<file path="src/rtl/odd_pipe_pkg.sv">
// Shared types and default configuration for the odd/even execution pipe result stage.
package odd_pipe_pkg;

    localparam int unsigned STAGE_DATA_W    = 128;
    localparam int unsigned STAGE_ADDR_W    = 7;
    localparam int unsigned STAGE_DEPTH     = 7;
    localparam int unsigned STAGE_NUM_UNITS = 3;
    localparam int unsigned STAGE_NUM_RD    = 3;

    localparam int unsigned DEFAULT_UNIT_SLOT [STAGE_NUM_UNITS] = '{5, 3, 0};

    typedef struct packed {
        logic                    valid;
        logic [STAGE_ADDR_W-1:0] addr;
        logic [STAGE_DATA_W-1:0] data;
    } stage_entry_t;

    typedef enum logic [1:0] {
        PERM = 2'd0,
        LS   = 2'd1,
        BR   = 2'd2
    } unit_sel_t;

endpackage

</file>
<file path="src/rtl/result_stage_pipe_if.sv">
// Bundles unit injection, flush, forwarding and staging signals of result_stage_pipe.
// Perf counter outputs exist only when RESULT_STAGE_PERF_EN is defined.
interface result_stage_pipe_if #(
    parameter int unsigned DATA_W    = 128,
    parameter int unsigned ADDR_W    = 7,
    parameter int unsigned DEPTH     = 7,
    parameter int unsigned NUM_UNITS = 3,
    parameter int unsigned NUM_RD    = 3
);
    localparam int unsigned OCC_W = $clog2(DEPTH + 2);

    logic [NUM_UNITS-1:0]             i_unit_valid;
    logic [NUM_UNITS-1:0][DATA_W-1:0] i_unit_data;
    logic [NUM_UNITS-1:0][ADDR_W-1:0] i_unit_addr;
    logic                             i_flush;
    logic [DEPTH-1:0]                 i_flush_mask;
    logic [NUM_RD-1:0][ADDR_W-1:0]    i_rd_addr;
    logic [NUM_RD-1:0]                o_rd_hit;
    logic [NUM_RD-1:0][DATA_W-1:0]    o_rd_data;
    logic [DEPTH-1:0][DATA_W-1:0]     o_stg_data;
    logic [DEPTH-1:0][ADDR_W-1:0]     o_stg_addr;
    logic [DEPTH-1:0]                 o_stg_valid;
    logic [DATA_W-1:0]                o_wb_data;
    logic [ADDR_W-1:0]                o_wb_addr;
    logic                             o_wb_valid;
    logic [OCC_W-1:0]                 o_occupancy;
    logic                             o_collision;
`ifdef RESULT_STAGE_PERF_EN
    logic [15:0]                      o_collision_cnt;
    logic [15:0]                      o_flush_cnt;
`endif

    modport master (
        output i_unit_valid, i_unit_data, i_unit_addr, i_flush, i_flush_mask, i_rd_addr,
`ifdef RESULT_STAGE_PERF_EN
        input  o_collision_cnt, o_flush_cnt,
`endif
        input  o_rd_hit, o_rd_data, o_stg_data, o_stg_addr, o_stg_valid,
        input  o_wb_data, o_wb_addr, o_wb_valid, o_occupancy, o_collision
    );

    modport slave (
        input  i_unit_valid, i_unit_data, i_unit_addr, i_flush, i_flush_mask, i_rd_addr,
`ifdef RESULT_STAGE_PERF_EN
        output o_collision_cnt, o_flush_cnt,
`endif
        output o_rd_hit, o_rd_data, o_stg_data, o_stg_addr, o_stg_valid,
        output o_wb_data, o_wb_addr, o_wb_valid, o_occupancy, o_collision
    );

endinterface

</file>
<file path="src/rtl/result_stage_pipe_fwd_lookup.sv">
// One forwarding query port: priority match over the staged entries, lowest index wins.
module result_stage_pipe_fwd_lookup #(
    parameter int unsigned NUM_ENT = 8,
    parameter int unsigned ADDR_W  = 7,
    parameter int unsigned DATA_W  = 128
) (
    input  logic [NUM_ENT-1:0]             i_valid,
    input  logic [NUM_ENT-1:0][ADDR_W-1:0] i_addr,
    input  logic [NUM_ENT-1:0][DATA_W-1:0] i_data,
    input  logic [ADDR_W-1:0]              i_rd_addr,
    output logic                           o_hit,
    output logic [DATA_W-1:0]              o_data
);

    // Scan from oldest to youngest so the youngest match is the last assignment.
    always_comb begin
        o_hit  = 1'b0;
        o_data = '0;
        for (int i = NUM_ENT - 1; i >= 0; i--) begin
            if (i_valid[i] && (i_addr[i] == i_rd_addr)) begin
                o_hit  = 1'b1;
                o_data = i_data[i];
            end
        end
    end

endmodule

</file>
<file path="src/rtl/result_stage_pipe.sv">
// Result staging shift register with per-slot injection, flush, collision flag and forwarding.
// Optional perf counters (collision_cnt, flush_cnt) under RESULT_STAGE_PERF_EN.
module result_stage_pipe
    import odd_pipe_pkg::*;
#(
    parameter int unsigned DATA_W                = STAGE_DATA_W,
    parameter int unsigned ADDR_W                = STAGE_ADDR_W,
    parameter int unsigned DEPTH                 = STAGE_DEPTH,
    parameter int unsigned NUM_UNITS             = STAGE_NUM_UNITS,
    parameter int unsigned UNIT_SLOT [NUM_UNITS] = DEFAULT_UNIT_SLOT,
    parameter int unsigned NUM_RD                = STAGE_NUM_RD
) (
    input  logic              clk,
    input  logic              reset,
    result_stage_pipe_if.slave bus
);

    localparam int unsigned OCC_W = $clog2(DEPTH + 2);

    typedef struct packed {
        logic              valid;
        logic [ADDR_W-1:0] addr;
        logic [DATA_W-1:0] data;
    } entry_t;

    for (genvar u = 0; u < NUM_UNITS; u++) begin : g_slot_chk
        if (UNIT_SLOT[u] >= DEPTH) begin : g_range
            $error("result_stage_pipe: UNIT_SLOT entry out of range");
        end
        for (genvar v = u + 1; v < NUM_UNITS; v++) begin : g_dup
            if (UNIT_SLOT[u] == UNIT_SLOT[v]) begin : g_eq
                $error("result_stage_pipe: duplicate UNIT_SLOT entries");
            end
        end
    end

    entry_t             r_stg  [DEPTH];
    entry_t             r_wb;
    logic               r_collision;
    logic [OCC_W-1:0]   r_occ;

    entry_t             w_prev [DEPTH];
    entry_t             w_pre  [DEPTH];
    entry_t             w_nxt  [DEPTH];
    logic [DEPTH-1:0]   w_kill;
    logic [DEPTH-1:0]   w_col_stg;
    logic               w_col;
    logic [OCC_W-1:0]   w_occ;

    for (genvar k = 0; k < DEPTH; k++) begin : g_prev
        if (k == 0) begin : g_head
            assign w_prev[k] = '0;
        end else begin : g_shift
            assign w_prev[k] = r_stg[k-1];
        end
    end

    always_comb begin
        w_col_stg = '0;
        w_kill    = '0;
        w_occ     = '0;
        for (int k = 0; k < DEPTH; k++) begin
            w_pre[k] = w_prev[k];
            for (int u = 0; u < NUM_UNITS; u++) begin
                if ((UNIT_SLOT[u] == unsigned'(k)) && bus.i_unit_valid[u]) begin
                    w_pre[k].valid = 1'b1;
                    w_pre[k].addr  = bus.i_unit_addr[u];
                    w_pre[k].data  = bus.i_unit_data[u];
                    w_col_stg[k]   = w_prev[k].valid;
                end
            end
            // Flush wins over injection; a collision on the same stage is still flagged.
            w_kill[k] = bus.i_flush & bus.i_flush_mask[k];
            w_nxt[k]  = w_kill[k] ? '0 : w_pre[k];
            w_occ     = w_occ + OCC_W'(w_nxt[k].valid);
        end
        w_occ = w_occ + OCC_W'(r_stg[DEPTH-1].valid);
        w_col = |w_col_stg;
    end

    always_ff @(posedge clk) begin
        if (reset) begin
            r_stg       <= '{default: '0};
            r_wb        <= '0;
            r_collision <= 1'b0;
            r_occ       <= '0;
        end else begin
            r_stg       <= w_nxt;
            r_wb        <= r_stg[DEPTH-1];
            r_collision <= w_col;
            r_occ       <= w_occ;
        end
    end

    // Forwarding sees stages 0..DEPTH-1 then writeback at index DEPTH.
    logic [DEPTH:0]             w_fwd_valid;
    logic [DEPTH:0][ADDR_W-1:0] w_fwd_addr;
    logic [DEPTH:0][DATA_W-1:0] w_fwd_data;

    for (genvar k = 0; k < DEPTH; k++) begin : g_out
        assign bus.o_stg_valid[k] = r_stg[k].valid;
        assign bus.o_stg_addr[k]  = r_stg[k].addr;
        assign bus.o_stg_data[k]  = r_stg[k].data;
        assign w_fwd_valid[k]     = r_stg[k].valid;
        assign w_fwd_addr[k]      = r_stg[k].addr;
        assign w_fwd_data[k]      = r_stg[k].data;
    end
    assign w_fwd_valid[DEPTH] = r_wb.valid;
    assign w_fwd_addr[DEPTH]  = r_wb.addr;
    assign w_fwd_data[DEPTH]  = r_wb.data;

    logic [NUM_RD-1:0]             w_rd_hit;
    logic [NUM_RD-1:0][DATA_W-1:0] w_rd_data;

    for (genvar r = 0; r < NUM_RD; r++) begin : g_rd
        result_stage_pipe_fwd_lookup #(
            .NUM_ENT (DEPTH + 1),
            .ADDR_W  (ADDR_W),
            .DATA_W  (DATA_W)
        ) u_fwd_lookup (
            .i_valid   (w_fwd_valid),
            .i_addr    (w_fwd_addr),
            .i_data    (w_fwd_data),
            .i_rd_addr (bus.i_rd_addr[r]),
            .o_hit     (w_rd_hit[r]),
            .o_data    (w_rd_data[r])
        );
    end

    assign bus.o_rd_hit    = w_rd_hit;
    assign bus.o_rd_data   = w_rd_data;
    assign bus.o_wb_valid  = r_wb.valid;
    assign bus.o_wb_addr   = r_wb.addr;
    assign bus.o_wb_data   = r_wb.data;
    assign bus.o_occupancy = r_occ;
    assign bus.o_collision = r_collision;

`ifdef RESULT_STAGE_PERF_EN
    logic [15:0]                  r_collision_cnt;
    logic [15:0]                  r_flush_cnt;
    logic [$clog2(DEPTH+1)-1:0]   w_kill_cnt;
    logic [16:0]                  w_flush_sum;

    // Kills count entries that would otherwise have been valid, injected ones included.
    always_comb begin
        w_kill_cnt = '0;
        for (int k = 0; k < DEPTH; k++) begin
            w_kill_cnt = w_kill_cnt + ($clog2(DEPTH+1))'(w_pre[k].valid & w_kill[k]);
        end
        w_flush_sum = {1'b0, r_flush_cnt} + 17'(w_kill_cnt);
    end

    always_ff @(posedge clk) begin
        if (reset) begin
            r_collision_cnt <= '0;
            r_flush_cnt     <= '0;
        end else begin
            if (w_col && (r_collision_cnt != 16'hFFFF)) begin
                r_collision_cnt <= r_collision_cnt + 16'd1;
            end
            r_flush_cnt <= w_flush_sum[16] ? 16'hFFFF : w_flush_sum[15:0];
        end
    end

    assign bus.o_collision_cnt = r_collision_cnt;
    assign bus.o_flush_cnt     = r_flush_cnt;
`endif

endmodule

</file>
<file path="src/flat_wrapper.sv">
// flat-port wrapper written by rule: the top's interface ports become plain ports
module result_stage_pipe_flat import odd_pipe_pkg::*;
#(
    parameter int unsigned DATA_W                = STAGE_DATA_W,
    parameter int unsigned ADDR_W                = STAGE_ADDR_W,
    parameter int unsigned DEPTH                 = STAGE_DEPTH,
    parameter int unsigned NUM_UNITS             = STAGE_NUM_UNITS,
    parameter int unsigned UNIT_SLOT [NUM_UNITS] = DEFAULT_UNIT_SLOT,
    parameter int unsigned NUM_RD                = STAGE_NUM_RD
)
  (clk, reset, bus_i_unit_valid, bus_i_unit_data, bus_i_unit_addr, bus_i_flush, bus_i_flush_mask, bus_i_rd_addr, bus_o_rd_hit, bus_o_rd_data, bus_o_stg_data, bus_o_stg_addr, bus_o_stg_valid, bus_o_wb_data, bus_o_wb_addr, bus_o_wb_valid, bus_o_occupancy, bus_o_collision);
  result_stage_pipe_if #(.DATA_W(DATA_W), .ADDR_W(ADDR_W), .DEPTH(DEPTH), .NUM_UNITS(NUM_UNITS), .NUM_RD(NUM_RD)) bus_i ();
  input  logic clk;
  input  logic reset;
  input wire logic [$bits(bus_i.i_unit_valid)-1:0] bus_i_unit_valid;
  input wire logic [$bits(bus_i.i_unit_data)-1:0] bus_i_unit_data;
  input wire logic [$bits(bus_i.i_unit_addr)-1:0] bus_i_unit_addr;
  input wire logic [$bits(bus_i.i_flush)-1:0] bus_i_flush;
  input wire logic [$bits(bus_i.i_flush_mask)-1:0] bus_i_flush_mask;
  input wire logic [$bits(bus_i.i_rd_addr)-1:0] bus_i_rd_addr;
  output wire logic [$bits(bus_i.o_rd_hit)-1:0] bus_o_rd_hit;
  output wire logic [$bits(bus_i.o_rd_data)-1:0] bus_o_rd_data;
  output wire logic [$bits(bus_i.o_stg_data)-1:0] bus_o_stg_data;
  output wire logic [$bits(bus_i.o_stg_addr)-1:0] bus_o_stg_addr;
  output wire logic [$bits(bus_i.o_stg_valid)-1:0] bus_o_stg_valid;
  output wire logic [$bits(bus_i.o_wb_data)-1:0] bus_o_wb_data;
  output wire logic [$bits(bus_i.o_wb_addr)-1:0] bus_o_wb_addr;
  output wire logic [$bits(bus_i.o_wb_valid)-1:0] bus_o_wb_valid;
  output wire logic [$bits(bus_i.o_occupancy)-1:0] bus_o_occupancy;
  output wire logic [$bits(bus_i.o_collision)-1:0] bus_o_collision;
  assign bus_i.i_unit_valid = bus_i_unit_valid;
  assign bus_i.i_unit_data = bus_i_unit_data;
  assign bus_i.i_unit_addr = bus_i_unit_addr;
  assign bus_i.i_flush = bus_i_flush;
  assign bus_i.i_flush_mask = bus_i_flush_mask;
  assign bus_i.i_rd_addr = bus_i_rd_addr;
  assign bus_o_rd_hit = bus_i.o_rd_hit;
  assign bus_o_rd_data = bus_i.o_rd_data;
  assign bus_o_stg_data = bus_i.o_stg_data;
  assign bus_o_stg_addr = bus_i.o_stg_addr;
  assign bus_o_stg_valid = bus_i.o_stg_valid;
  assign bus_o_wb_data = bus_i.o_wb_data;
  assign bus_o_wb_addr = bus_i.o_wb_addr;
  assign bus_o_wb_valid = bus_i.o_wb_valid;
  assign bus_o_occupancy = bus_i.o_occupancy;
  assign bus_o_collision = bus_i.o_collision;
  result_stage_pipe #(.DATA_W(DATA_W), .ADDR_W(ADDR_W), .DEPTH(DEPTH), .NUM_UNITS(NUM_UNITS), .UNIT_SLOT(UNIT_SLOT), .NUM_RD(NUM_RD)) u_core (.clk(clk), .reset(reset), .bus(bus_i));
endmodule
</file>
<file path="config.mk">
export PLATFORM = sky130hd
export DESIGN_NAME = result_stage_pipe_flat
export DESIGN_NICKNAME = d
export VERILOG_FILES = /design/src/rtl/odd_pipe_pkg.sv /design/src/rtl/result_stage_pipe_if.sv /design/src/rtl/result_stage_pipe_fwd_lookup.sv /design/src/rtl/result_stage_pipe.sv /design/src/flat_wrapper.sv
export SDC_FILE = /design/constraint.sdc
export NUM_CORES = 2
export LEC_CHECK = 0
export BUFFER_PORTS_ARGS = -buffer_cell sky130_fd_sc_hd__buf_2
export CAP_MARGIN = 15
export CORE_AREA = 5 5 741 743
export DETAILED_ROUTE_END_ITERATION = 6
export DIE_AREA = 0 0 746 748
export HOLD_SLACK_MARGIN = 0.02
export PLACE_DENSITY = 0.3
export SETUP_SLACK_MARGIN = 0.4
export SLEW_MARGIN = 20
export SYNTH_ARGS = -nofsm -noshare
export SYNTH_HDL_FRONTEND = slang
export SYNTH_SLANG_ARGS = --single-unit
export TNS_END_PERCENT = 1
</file>
<file path="constraint.sdc">
create_clock -name clk -period 3.4 [get_ports clk]
set_input_delay 0.34 -clock clk [delete_from_list [all_inputs] [get_ports clk]]
set_output_delay 0.34 -clock clk [all_outputs]
set_load 0.01 [all_outputs]
</file>
==> summary.txt <==
Status: complete, but fails checks
Failing checks: design-rule violations, negative setup slack
Crit Path Class: register to output port
Dpl cell area: 0.08599 mm2
Detail Route Antenna Nets: 0
Crit path DAT: 3.96 ns
Post-Synth XOR/XNOR Area: 0.02271
Area of the die: 0.5580 mm2
Worst-Margin Slew: 1.058 ns
Synth Area in Adders: 0.001805
CP Max Fanout: 5
Setup ws final: -0.9044 ns
Initial antenna violation count: 132
Vias in the first global route: 76.42k
Die Width: 746 um
Clock sink count: 1093
First-pass DRT Iterations: 7
TritonCTS clock tree: yes
Hold Slack: 0.1604 ns
Vias per cell: 4.521
Final hold viol count: 0
Post-synthesis compound-gate area fraction: 0.2585
Initial core utilization: 0.1202
Final min period: 4.304 ns
Worst path required time: 3.06 ns
Main synth FF type: dfxtp_1
RSZ-0062 raised after global routing: true
Post-synth EDFFs: 0
Fin area: 0.09881 mm2
Drt initial violations: 8665
Slowest cell on crit path: o41ai_4
Worst Hold Class: input pin to register
Number of I/O port buffers: 1918
Most frequent cells in the layout: 1838 x buf_2, 1063 x dfxtp_1, 707 x and2_1, 558 x nor2_1, 541 x buf_4
Max incr delay on CP: 0.63 ns
Layout cells sized above 1: 0.3320
Ys Warns: 0
Clock Tree Root: clkbuf_16
Core Region: 0.5422 mm2
Slew Limit Fails: 0
Slew Limit Headroom: 0.2949
Peak supply drop: 0.3222 mV
Number of remaining DRC errors: 5
Via count: 78.17k
Fmax: 0.2323 GHz
RD Place Congestion: 0.8753
Fraction of registers with async set or reset after synthesis: 0
Net Count, Synth: 8293
Post-Route Skew: 0.07800 ns
Final Cycle Share: 1.266
Combinational family with the most area after synthesis: compound AO/OA/AOI/OAI gates
Crit-path most repeated cell: buf_6
Global-route wire length before repair: 912.6 mm
Hpwl dp: 568.0 mm
Sink of the worst hold path: u_core.bus.o_stg_data[64]
Largest net degree at the start of global routing: 102
Worst Hold Depth: 3
Mux share of post-synthesis cell area: 0.04257
Reg2Reg Setup Slack: 0.45 ns
Placed insts: 16.41k
Setup Viol. Count Final: 387
Endpoint class of the critical path: output port
Register bit total from synthesis: 1093
Final nets: 10.28k
Power, Total: 37.29 mW
TritonCTS buffer count: 172
Max-cap violations: 0
Post-Syn Instances: 7847
Non-filler cells, final: 17.29k
Netlist cell types: 67
Worst skew pair latency: 0.92 ns
RR Endpoint: u_core.bus.o_occupancy[1]
Leak: 43.22 nW
Longest Clk Path Bufs: 4
Pwr dens: 377.4 mW/mm2
Critical-path cell list: xnor2_2, nand4_1, buf_4, buf_6, o2111ai_4, buf_6, buf_16, o221a_4, nor3_2, o41ai_4, buf_4, buf_6
Worst R2R Start: u_core.bus.o_stg_valid[0]
FF-to-FF path depth: 10
Average cell area after synthesis: 8.305 um2
Die Ht: 748 um
Synth Area in Simple Gates: 0.2207
Grt ovf: 0
Routed wire per std cell: 42.08 um
Commonest non-fill, non-tap cell in the layout: buf_2
Total GRT Usage: 0.2482
Hold Startpoint: bus_i_unit_data[320]
H-tree depth: 4
CTS clk-pin slew, worst paths: 0.06 ns
Mapped cell area: 0.06517 mm2
Sequential area share after synthesis: 0.3358
Final WL: 727.5 mm
Startpoint Class: register
IO Pins: 1919
Area growth, synth to finish: 51.62%
Setup WS pre-CTS: -0.8643 ns
FP Rows: 271
-- flip-flops by register name, indices dropped and copies added, names as in the netlist --
| signal | count |
|---|---|
| u_core.bus.o_wb_valid | 1 |
| u_core.bus.o_wb_addr | 7 |
| u_core.bus.o_collision | 1 |
| u_core.bus.o_occupancy | 4 |
| u_core.bus.o_wb_data | 128 |
| u_core.bus.o_stg_data | 896 |
| u_core.bus.o_stg_valid | 7 |
| u_core.bus.o_stg_addr | 49 |
-- worst max-delay path, delay by kind of cell (launching register included) --
| family | cells | cell delay (ns) |
|---|---|---|
| compound gates | 3 | 1.18 |
| buf+inv | 6 | 1.08 |
| flops | 1 | 0.33 |
| simple gates | 2 | 0.28 |
| xor+xnor | 1 | 0.15 |
-- repair_timing --
action,CTS,global route
hold endpoints to repair,438,0
endpoints found under the setup margin,391,389
gates resized for setup,384,47
buffers inserted,35,4
hold buffers,447,0
pin swaps,150,22
cloned,3,1
-- synthesized netlist by cell type (all sizes together), types with 4 or more instances --
master,instances,area [um2]
dfxtp,1093,21880
buf,817,5505
and2,712,4454
nor2,580,2185
clkbuf,565,2121
a21oi,411,2057
and3,346,2165
nor3,295,1488
mux2i,276,2763
a22oi,254,1907
nand3,210,1051
o21a,188,1411
nand2,184,695.7
o221ai,176,1541
o211ai,167,1254
a311oi,158,1384
a211o,151,1323
nor2b,138,863.3
nor3b,128,960.9
o2111ai,126,1110
xnor2,115,1007
a31oi,111,694.4
a22o,83,727.0
a211oi,66,495.5
o21ai,64,320.3
a221oi,61,534.3
xor2,54,473.0
a32o,46,460.4
a222oi,44,440.4
a31o,44,385.4
nand4,37,231.5
a2111oi,17,148.9
inv,16,60.06
o221a,16,180.2
o41ai,16,140.1
a21o,13,97.59
nor4,13,147.6
o22ai,13,81.33
or2,9,56.31
and4,6,52.55
a311o,4,40.04
fa,4,80.08
o2111a,4,45.04
-- stage by stage --
stage	utilization	TNS [ns]
4_1_cts	0.1813	-265.23
6_report	0.1822	-221.79
3_3_place_gp	0.1586	-57.09
3_5_place_dp	0.1586	-54.01
5_1_grt	0.1819	-262.77
2_1_floorplan	-	0
-- per-layer routing --
metal | GRT usage | vias to the layer above | wire, um
li1 | - | 32700 | -
met1 | 0.2943 | 39924 | 288100
met2 | 0.4125 | 4615 | 336800
met3 | 0.07648 | 913 | 65000
met4 | 0.1067 | 14 | 37450
met5 | 0 | - | 80
-- cell type report --
class / count / area, um2
timing repair buffer: 3196 / 24640
inverter: 16 / 60.06
sequential: 1093 / 21930
fill: 61064 / 443400
antenna: 90 / 225.2
multi-input combinational: 5356 / 37080
tap: 7234 / 9051
clock buffer: 237 / 4841
clock inverter: 66 / 974.7
-- logic make-up after synthesis --
logic type               count (synthesis)
flip-flops                            1093
XOR/XNOR                               169
adder cells (fa/ha/maj)                  7
AND/OR/NAND/NOR                       2662
buffers and inverters                 1398
multiplexers                           277
AO/OA/AOI/OAI                         2241
-- power breakdown --
| part | total, mW | switching (mW) | internal (mW) |
|---|---|---|---|
| sequential | 14.1 | 0.923 | 13.2 |
| clock | 19.5 | 8.03 | 11.4 |
| combinational | 3.76 | 2.32 | 1.44 |
-- worst max path at each step --
stage / from / endpoint / cells after the start
6_report: u_core.bus.o_stg_addr[24] / bus_o_rd_data[183] / 12
5_1_grt: u_core.bus.o_stg_addr[25] / bus_o_rd_data[195] / 14
4_1_cts: u_core.bus.o_stg_addr[25] / bus_o_rd_data[171] / 12
3_5_place_dp: bus_i_rd_addr[11] / bus_o_rd_data[171] / 12
3_3_place_gp: bus_i_rd_addr[12] / bus_o_rd_data[170] / 11
2_1_floorplan: bus_i_flush / u_core.bus.o_occupancy[2] / 12
Note: power is estimated with default switching activity, not from simulation.
